<file path="src/rtl/axis_frame_source_pkg.sv">
// Shared definitions for the AXI4-Stream frame source: default widths,
// test-pattern encodings and the frame FSM state type.
package axis_frame_source_pkg;

  localparam int DEF_PIXEL_WIDTH = 8;
  localparam int DEF_DIM_WIDTH   = 12;

  typedef enum logic [1:0] {
    PAT_RAMP  = 2'd0,
    PAT_COL   = 2'd1,
    PAT_ROW   = 2'd2,
    PAT_INDEX = 2'd3
  } pattern_e;

  typedef enum logic {
    ST_IDLE   = 1'b0,
    ST_STREAM = 1'b1
  } fsm_state_e;

endpackage

</file>
<file path="src/rtl/axis_frame_source_pattern.sv">
// Combinational test-pattern generator: maps (row, column, running index,
// pattern) to a pixel value truncated to C_PIXEL_WIDTH bits.
module axis_frame_source_pattern
  import axis_frame_source_pkg::*;
#(
  parameter int C_PIXEL_WIDTH = DEF_PIXEL_WIDTH,
  parameter int C_H_WIDTH     = DEF_DIM_WIDTH,
  parameter int C_W_WIDTH     = DEF_DIM_WIDTH
) (
  input  logic [C_H_WIDTH-1:0]     i_ridx,
  input  logic [C_W_WIDTH-1:0]     i_cidx,
  input  logic [C_PIXEL_WIDTH-1:0] i_index,
  input  logic [1:0]               i_pattern,
  output logic [C_PIXEL_WIDTH-1:0] o_tdata
);

  // Scratch width wide enough for ridx*256 + cidx and for the pixel itself.
  localparam int SW_A = C_H_WIDTH + 8;
  localparam int SW_B = (SW_A > C_W_WIDTH) ? SW_A : C_W_WIDTH;
  localparam int SW   = ((SW_B > C_PIXEL_WIDTH) ? SW_B : C_PIXEL_WIDTH) + 1;

  logic [SW-1:0] w_ramp;
  logic [SW-1:0] w_col;
  logic [SW-1:0] w_row;

  always_comb begin
    w_ramp  = (SW'(i_ridx) << 8) + SW'(i_cidx);
    w_col   = SW'(i_cidx);
    w_row   = SW'(i_ridx);
    o_tdata = '0;
    case (pattern_e'(i_pattern))
      PAT_RAMP:  o_tdata = w_ramp[C_PIXEL_WIDTH-1:0];
      PAT_COL:   o_tdata = w_col[C_PIXEL_WIDTH-1:0];
      PAT_ROW:   o_tdata = w_row[C_PIXEL_WIDTH-1:0];
      PAT_INDEX: o_tdata = i_index;
      default:   o_tdata = '0;
    endcase
  end

endmodule

</file>
<file path="src/rtl/axis_frame_source.sv">
// AXI4-Stream video frame source: one height x width frame per accepted fsync,
// tuser on the first pixel, tlast on the last column of every row.
module axis_frame_source
  import axis_frame_source_pkg::*;
#(
  parameter int C_PIXEL_WIDTH = DEF_PIXEL_WIDTH,
  parameter int C_H_WIDTH     = DEF_DIM_WIDTH,
  parameter int C_W_WIDTH     = DEF_DIM_WIDTH
) (
  input  logic                     clk,
  input  logic                     resetn,
  input  logic                     fsync,
  input  logic [C_H_WIDTH-1:0]     height,
  input  logic [C_W_WIDTH-1:0]     width,
  input  logic [1:0]               pattern,
  output logic [C_PIXEL_WIDTH-1:0] m_axis_tdata,
  output logic                     m_axis_tuser,
  output logic                     m_axis_tlast,
  output logic                     m_axis_tvalid,
  input  logic                     m_axis_tready,
  output logic                     busy,
  output logic                     frame_done,
  output logic                     overrun
);

  fsm_state_e               r_state;
  logic [C_H_WIDTH-1:0]     r_h;
  logic [C_H_WIDTH-1:0]     r_ridx;
  logic [C_W_WIDTH-1:0]     r_w;
  logic [C_W_WIDTH-1:0]     r_cidx;
  logic [C_PIXEL_WIDTH-1:0] r_index;
  logic [1:0]               r_pat;
  logic [C_PIXEL_WIDTH-1:0] r_tdata;
  logic                     r_tuser;
  logic                     r_tlast;
  logic                     r_tvalid;
  logic                     r_busy;
  logic                     r_done;
  logic                     r_overrun;

  logic                     w_accept;
  logic                     w_xfer;
  logic                     w_last_col;
  logic                     w_last_row;
  logic [C_H_WIDTH-1:0]     w_nxt_ridx;
  logic [C_W_WIDTH-1:0]     w_nxt_cidx;
  logic [C_W_WIDTH-1:0]     w_nxt_w;
  logic [C_PIXEL_WIDTH-1:0] w_nxt_index;
  logic [1:0]               w_nxt_pat;
  logic                     w_nxt_tuser;
  logic                     w_nxt_tlast;
  logic [C_PIXEL_WIDTH-1:0] w_pix;

  // Next-pixel position is computed ahead so tdata/tuser/tlast can be
  // registered on the same edge the counters advance.
  always_comb begin
    w_accept   = (r_state == ST_IDLE) && fsync && (height != '0) && (width != '0);
    w_xfer     = (r_state == ST_STREAM) && r_tvalid && m_axis_tready;
    w_last_col = (r_cidx == r_w - 1'b1);
    w_last_row = (r_ridx == r_h - 1'b1);
    w_nxt_ridx  = r_ridx;
    w_nxt_cidx  = r_cidx;
    w_nxt_w     = r_w;
    w_nxt_index = r_index;
    w_nxt_pat   = r_pat;
    if (w_accept) begin
      w_nxt_ridx  = '0;
      w_nxt_cidx  = '0;
      w_nxt_w     = width;
      w_nxt_index = '0;
      w_nxt_pat   = pattern;
    end else begin
      w_nxt_index = r_index + 1'b1;
      if (w_last_col) begin
        w_nxt_cidx = '0;
        w_nxt_ridx = r_ridx + 1'b1;
      end else begin
        w_nxt_cidx = r_cidx + 1'b1;
      end
    end
    w_nxt_tuser = (w_nxt_ridx == '0) && (w_nxt_cidx == '0);
    w_nxt_tlast = (w_nxt_cidx == w_nxt_w - 1'b1);
  end

  axis_frame_source_pattern #(
    .C_PIXEL_WIDTH(C_PIXEL_WIDTH),
    .C_H_WIDTH    (C_H_WIDTH),
    .C_W_WIDTH    (C_W_WIDTH)
  ) u_pattern (
    .i_ridx   (w_nxt_ridx),
    .i_cidx   (w_nxt_cidx),
    .i_index  (w_nxt_index),
    .i_pattern(w_nxt_pat),
    .o_tdata  (w_pix)
  );

  always_ff @(posedge clk) begin
    if (!resetn) begin
      r_state   <= ST_IDLE;
      r_h       <= '0;
      r_w       <= '0;
      r_ridx    <= '0;
      r_cidx    <= '0;
      r_index   <= '0;
      r_pat     <= '0;
      r_tdata   <= '0;
      r_tuser   <= 1'b0;
      r_tlast   <= 1'b0;
      r_tvalid  <= 1'b0;
      r_busy    <= 1'b0;
      r_done    <= 1'b0;
      r_overrun <= 1'b0;
    end else begin
      r_done    <= 1'b0;
      r_overrun <= 1'b0;
      case (r_state)
        ST_IDLE: begin
          if (w_accept) begin
            r_state  <= ST_STREAM;
            r_h      <= height;
            r_w      <= width;
            r_pat    <= pattern;
            r_ridx   <= '0;
            r_cidx   <= '0;
            r_index  <= '0;
            r_tdata  <= w_pix;
            r_tuser  <= 1'b1;
            r_tlast  <= w_nxt_tlast;
            r_tvalid <= 1'b1;
            r_busy   <= 1'b1;
          end
        end
        ST_STREAM: begin
          // Requests during a frame, including on its final handshake, are dropped.
          if (fsync) begin
            r_overrun <= 1'b1;
          end
          if (w_xfer) begin
            if (w_last_col && w_last_row) begin
              r_state  <= ST_IDLE;
              r_ridx   <= '0;
              r_cidx   <= '0;
              r_index  <= '0;
              r_tdata  <= '0;
              r_tuser  <= 1'b0;
              r_tlast  <= 1'b0;
              r_tvalid <= 1'b0;
              r_busy   <= 1'b0;
              r_done   <= 1'b1;
            end else begin
              r_ridx  <= w_nxt_ridx;
              r_cidx  <= w_nxt_cidx;
              r_index <= w_nxt_index;
              r_tdata <= w_pix;
              r_tuser <= w_nxt_tuser;
              r_tlast <= w_nxt_tlast;
            end
          end
        end
        default: r_state <= ST_IDLE;
      endcase
    end
  end

  assign m_axis_tdata  = r_tdata;
  assign m_axis_tuser  = r_tuser;
  assign m_axis_tlast  = r_tlast;
  assign m_axis_tvalid = r_tvalid;
  assign busy          = r_busy;
  assign frame_done    = r_done;
  assign overrun       = r_overrun;

endmodule

</file>
<file path="config.mk">
export PLATFORM = sky130hd
export DESIGN_NAME = axis_frame_source
export DESIGN_NICKNAME = d
export VERILOG_FILES = /design/src/rtl/axis_frame_source_pkg.sv /design/src/rtl/axis_frame_source_pattern.sv /design/src/rtl/axis_frame_source.sv
export SDC_FILE = /design/constraint.sdc
export NUM_CORES = 1
export LEC_CHECK = 0
export CAP_MARGIN = 40
export CORE_MARGIN = 5
export CORE_UTILIZATION = 50
export DETAILED_ROUTE_END_ITERATION = 10
export MAX_ROUTING_LAYER = met4
export PLACE_DENSITY_LB_ADDON = 0.3
export SETUP_SLACK_MARGIN = 0.4
export SLEW_MARGIN = 20
export SYNTH_ARGS = -nofsm -noshare
export SYNTH_HDL_FRONTEND = slang
export SYNTH_HIERARCHICAL = 1
export SYNTH_SLANG_ARGS = --single-unit
</file>
<file path="constraint.sdc">
create_clock -name clk -period 7.7 [get_ports clk]
set_input_delay 1.925 -clock clk [delete_from_list [all_inputs] [get_ports clk]]
set_output_delay 1.925 -clock clk [all_outputs]
set_load 0.01 [all_outputs]
</file>
### Word-level counts from Yosys, hierarchy flattened

Cells that the tools add are included.

* logic and storage cells: 87
* bits in registers: 72
* bits of input ports: 30
* output and inout bits: 14

* muxes and demuxes: 40
* add/subtract/negate cells: 7
* reduce and logical (&&, ||, !) cells: 17
* eq/ne operators: 9
* bitwise gates (word level): 1

Operators with widths (number)
* 12-bit two-way mux: 10
* 8-bit two-way mux: 7
* 12-bit case mux with 2 select lines: 2
* 12-bit equality test: 3
* 12-bit by 1-bit subtractor with 12-bit output, second input constant: 3
* 8-bit case mux with 2 select lines: 2
* 8-bit case mux with 4 select lines: 1
* 12-bit by 1-bit adder with 12-bit output, second input constant: 2
* 12-bit logical NOT: 2
* 12-bit nonzero test: 2
* 1-bit two-way mux: 13
* 1-bit by 8-bit adder with 8-bit output, first input constant: 1
* 8-bit by 1-bit adder with 8-bit output, second input constant: 1
* 1-bit case mux with 2 select lines: 4
* 1-bit logical AND: 7
* 2-bit AND reduction: 3
* 3-bit AND reduction: 2
* 2-bit equality test, second input constant: 2
* 2-bit by 1-bit != test with 1-bit output, second input constant: 2
* 2-bit by 1-bit equality test with 1-bit output, second input constant: 1
* 2-bit logical NOT: 1
* 2-bit two-way mux: 1
* 2-bit != test, second input constant: 1
* 1-bit NOT: 1

### Logic depth before layout (Yosys ltp)

* depth in word-level cells: 10
* depth in mapped cells: 19
* depth with buffers taken out: 15

### Hierarchy

The synthesis kept the hierarchy.

Modules (own cells, without submodules)
* axis_frame_source: times used 1, seq. area each 1441.4 um^2, cells each 720, area an instance 5387.7 um^2
* axis_frame_source_pattern: times used 1, seq. area each 0.0 um^2, cells each 27, area an instance 183.9 um^2

### Worst setup path before layout

Ideal clock, no wire load.

* path type: input-to-reg
* start: in width[3]
* end: reg r_tlast, in the netlist m_axis_tlast
* data required time: 7.631 ns
* stages on the path: 17
* arrival: 5.874 ns
* setup time: 0.069 ns
* path buffers: 4
* path slack: 1.757 ns
* cell sequence: or4_1 clkbuf_1 nor4b_4 nor2_1 clkbuf_1 clkbuf_1 buf_1 a21oi_1 ha_1 nand2_1 or4_1 a21boi_1 xnor2_1 or4_1 a211o_1 nand4b_1 o21ai_1

* cells in the longest elaborated chain, start to end: 8
* elaborated cells on any way between the ends: 12
* those cells by class: 1 x add/sub; 2 x eq/ne; 6 x mux; 3 x reduce/logical

RTL lines
* start, declared: RTL line axis_frame_source.sv:14 `input logic [C_W_WIDTH-1:0] width,`
* 12-bit nonzero test: RTL line axis_frame_source.sv:57 `w_accept = (r_state == ST_IDLE) && fsync && (height != '0) && (width != '0);`
* 1-bit logical AND: RTL line axis_frame_source.sv:57
* 12-bit two-way mux
* 12-bit by 1-bit subtractor with 12-bit output: RTL line axis_frame_source.sv:82 `w_nxt_tlast = (w_nxt_cidx == w_nxt_w - 1'b1);`
* 12-bit equality test: RTL line axis_frame_source.sv:82
* 1-bit two-way mux: RTL line axis_frame_source.sv:139 `if (w_last_col && w_last_row) begin`
* 1-bit two-way mux: RTL line axis_frame_source.sv:138 `if (w_xfer) begin`
* 1-bit case mux with 2 select lines: RTL line axis_frame_source.sv:116 `case (r_state)`
* end signal, assigned: RTL line axis_frame_source.sv:128 `r_tlast <= w_nxt_tlast;`
* end signal, assigned: RTL line axis_frame_source.sv:156 `r_tlast <= w_nxt_tlast;`
* end, declared: RTL line axis_frame_source.sv:35 `logic r_tlast;`

Parallel ways exist; a longest one is shown, timed or not. The select of a mux whose other input is x is not followed.
A chain may end at the register's enable or synchronous reset.

### Final worst setup path

Same ends and word-level chain as after synthesis.

==> impl_metrics.env <==
export IMPL_hold_violations=0
export IMPL_finalWirelength_mm=16.6
export IMPL_cts_repair_resized=0
export IMPL_synth_cells=744
export IMPL_first_global_vias=5308
export IMPL_path_class="input pin to register"
export IMPL_synth_warnings=6
export IMPL_postRouteAntennaNets=0
export IMPL_synthesis_nets=780
export IMPL_dieHeight_um=115
export IMPL_max_stage_delay_ps=690
export IMPL_fill_cells=1056
export IMPL_finClkSkew_ps=15.5
export IMPL_cp_start_kind="input pin"
export IMPL_period_needed_ps=6350
export IMPL_initial_core_util_pct=51.2
export IMPL_met2_usage_pct=38.1
export IMPL_hold_path_class="register to register"
export IMPL_io_buffers=43
export IMPL_grt_pass1_wl_mm=26.9
export IMPL_syn_cell_area_mm2=0.00555
export IMPL_fp_dieW_um=115
export IMPL_core_area_mm2=0.0108
export IMPL_clk_latency_ps=380
export IMPL_ir_drop_mv=0.114
export IMPL_antennaDiodeCount=0
export IMPL_gp_congestion=1.00
export IMPL_htree_levels=3
export IMPL_synthToLayoutAreaGrowth_pct=11.3
export IMPL_clk_pin_slew_ps=80
export IMPL_r2r_cells=14
export IMPL_cellPowerDensity_mw_per_mm2=167
export IMPL_clk_path_buf_depth=2
export IMPL_min_period_over_period_pct=82.4
export IMPL_nets=778
export IMPL_hpwlAfterDp_mm=11.9
export IMPL_crit_slowest_cell="or4_1"
export IMPL_drive_gt1_share_pct=5.62
export IMPL_cts_buffers=9
export IMPL_rsz0062_at_grt="false"
export IMPL_arrival_ps=6650
export IMPL_drc=0
export IMPL_cts_tree="built"
export IMPL_tns_ps=0
export IMPL_cp_required_ps=8010
export IMPL_dr_pass1_iters=5
export IMPL_initialDrtViolationCount=686
export IMPL_cap_violations=0
export IMPL_critical_path_cell_chain="clkdlybuf4s50_1, or4_1, nor4b_4, nor2_4, buf_4, a21oi_1, ha_1, nand2_1, or4_1, a21boi_1, xnor2_1, or4_1, a211o_1, nand4b_1, o21ai_1"
export IMPL_finalSetupViolCount=0
export IMPL_cts_sinks=72
export IMPL_grt_max_degree=71
export IMPL_postCtsSetupRepairBufs=0
export IMPL_overflow=0
export IMPL_grt_use_met1_pct=35.6
export IMPL_grtUsageTotal_pct=26.0
export IMPL_max_freq_mhz=158
export IMPL_cts_root_buf="clkbuf_8"
export IMPL_busiest_layer="met2"
export IMPL_dieArea_mm2=0.0133
export IMPL_drv_slew=0
export IMPL_wl_per_cell_um=18.7
export IMPL_utilization_pct=57.0
export IMPL_max_slew_margin_pct=44.9
export IMPL_p_leak_nw=2.13
export IMPL_syn_avg_cell_area_um2=7.46
export IMPL_placementRows=38
export IMPL_io_pins=44
export IMPL_via_count=5729
export IMPL_grtUsageMet3_pct=4.89
export IMPL_min_path_cells=2
export IMPL_ctsHoldBuffers=0
export IMPL_status="finished, final reports clean"
export IMPL_routed_via_density=6.46
export IMPL_antenna_found_initial=0
export IMPL_critPathMaxFanout=25
export IMPL_crit_top_cell="or4_1"
export IMPL_endpoint_kind="register"
export IMPL_worstMarginPinSlew_ps=823
final cells by class:
type	instances	area, um2	area share (%)
Clock inverter	5	104	1.68
Sequential cell	72	1440	23.3
Timing Repair Buffer	48	468	7.57
Clock buffer	11	141	2.29
Inverter	14	52.6	0.850
Tap cell	140	175	2.83
Multi-Input combinational cell	597	3800	61.4
power by group:
part	total, mW	switching, mW	leakage (nW)	internal (mW)
combinational	0.249	0.145	1.42	0.104
sequential	0.405	0.0201	0.586	0.385
clock	0.378	0.154	0.124	0.224
total	1.03	0.319	2.13	0.713
routing by layer:
metal	vias to the layer above	part of all wire, %
li1	2701	-
met3	26	8.5
met5	-	0
met1	2739	45
met2	263	44
met4	0	1.9
critical path, delay by kind of cell:
kind                     cells  cell delay (ps)
buffers and inverters        2              800
adder cells (fa/ha/maj)      1              220
AO/OA/AOI/OAI                4              860
XOR/XNOR                     1              100
AND/OR/NAND/NOR              7             2720
flip-flops by register name, indices dropped and copies added (netlist names):
name and cells:
r_state 1, r_h 12, frame_done 1, overrun 1, r_ridx 12, r_w 12
r_pat 2, m_axis_tdata 8, m_axis_tuser 1, r_index 8, m_axis_tlast 1, busy 1
r_cidx 12
stage by stage:
| stage | cell area [um2] | hold WS [ps] | worst slack (ps) | std cells | power (mW) |
|---|---|---|---|---|---|
| finish | 6180 | 476 | 1350 | 887 | 1.03 |
| global route | 6180 | 501 | 1100 | 887 | 1.08 |
| CTS | 6170 | 475 | 1450 | 886 | 1.03 |
| detailed placement | 5930 | 462 | 1080 | 870 | 0.654 |
| global placement | 5920 | 452 | 1240 | 870 | 0.650 |
| floorplan | 5550 | 443 | 1760 | 744 | 0.586 |
path summary, 6_finish.rpt:
path	startpoint	to	slack, ps
hold / removal	r_pat[1]	r_pat[1]	480
setup / recovery	width[3]	m_axis_tlast	1350
setup reg to reg	r_state	m_axis_tlast	3670
hold reg to reg	r_pat[1]	r_pat[1]	480
cell usage in the layout (no fill, tap or decap), types with 14 or more instances in the layout:
| cell type | count |
|---|---|
| a21oi_1 | 57 |
| a22oi_1 | 29 |
| clkdlybuf4s50_1 | 43 |
| dfxtp_1 | 72 |
| mux2i_1 | 20 |
| nand2_1 | 77 |
| nand3_1 | 27 |
| nor2_1 | 88 |
| nor3_1 | 14 |
| nor4_1 | 17 |
| xnor2_1 | 43 |
| xor2_1 | 21 |
Note: power is estimated with default switching activity, not from simulation.
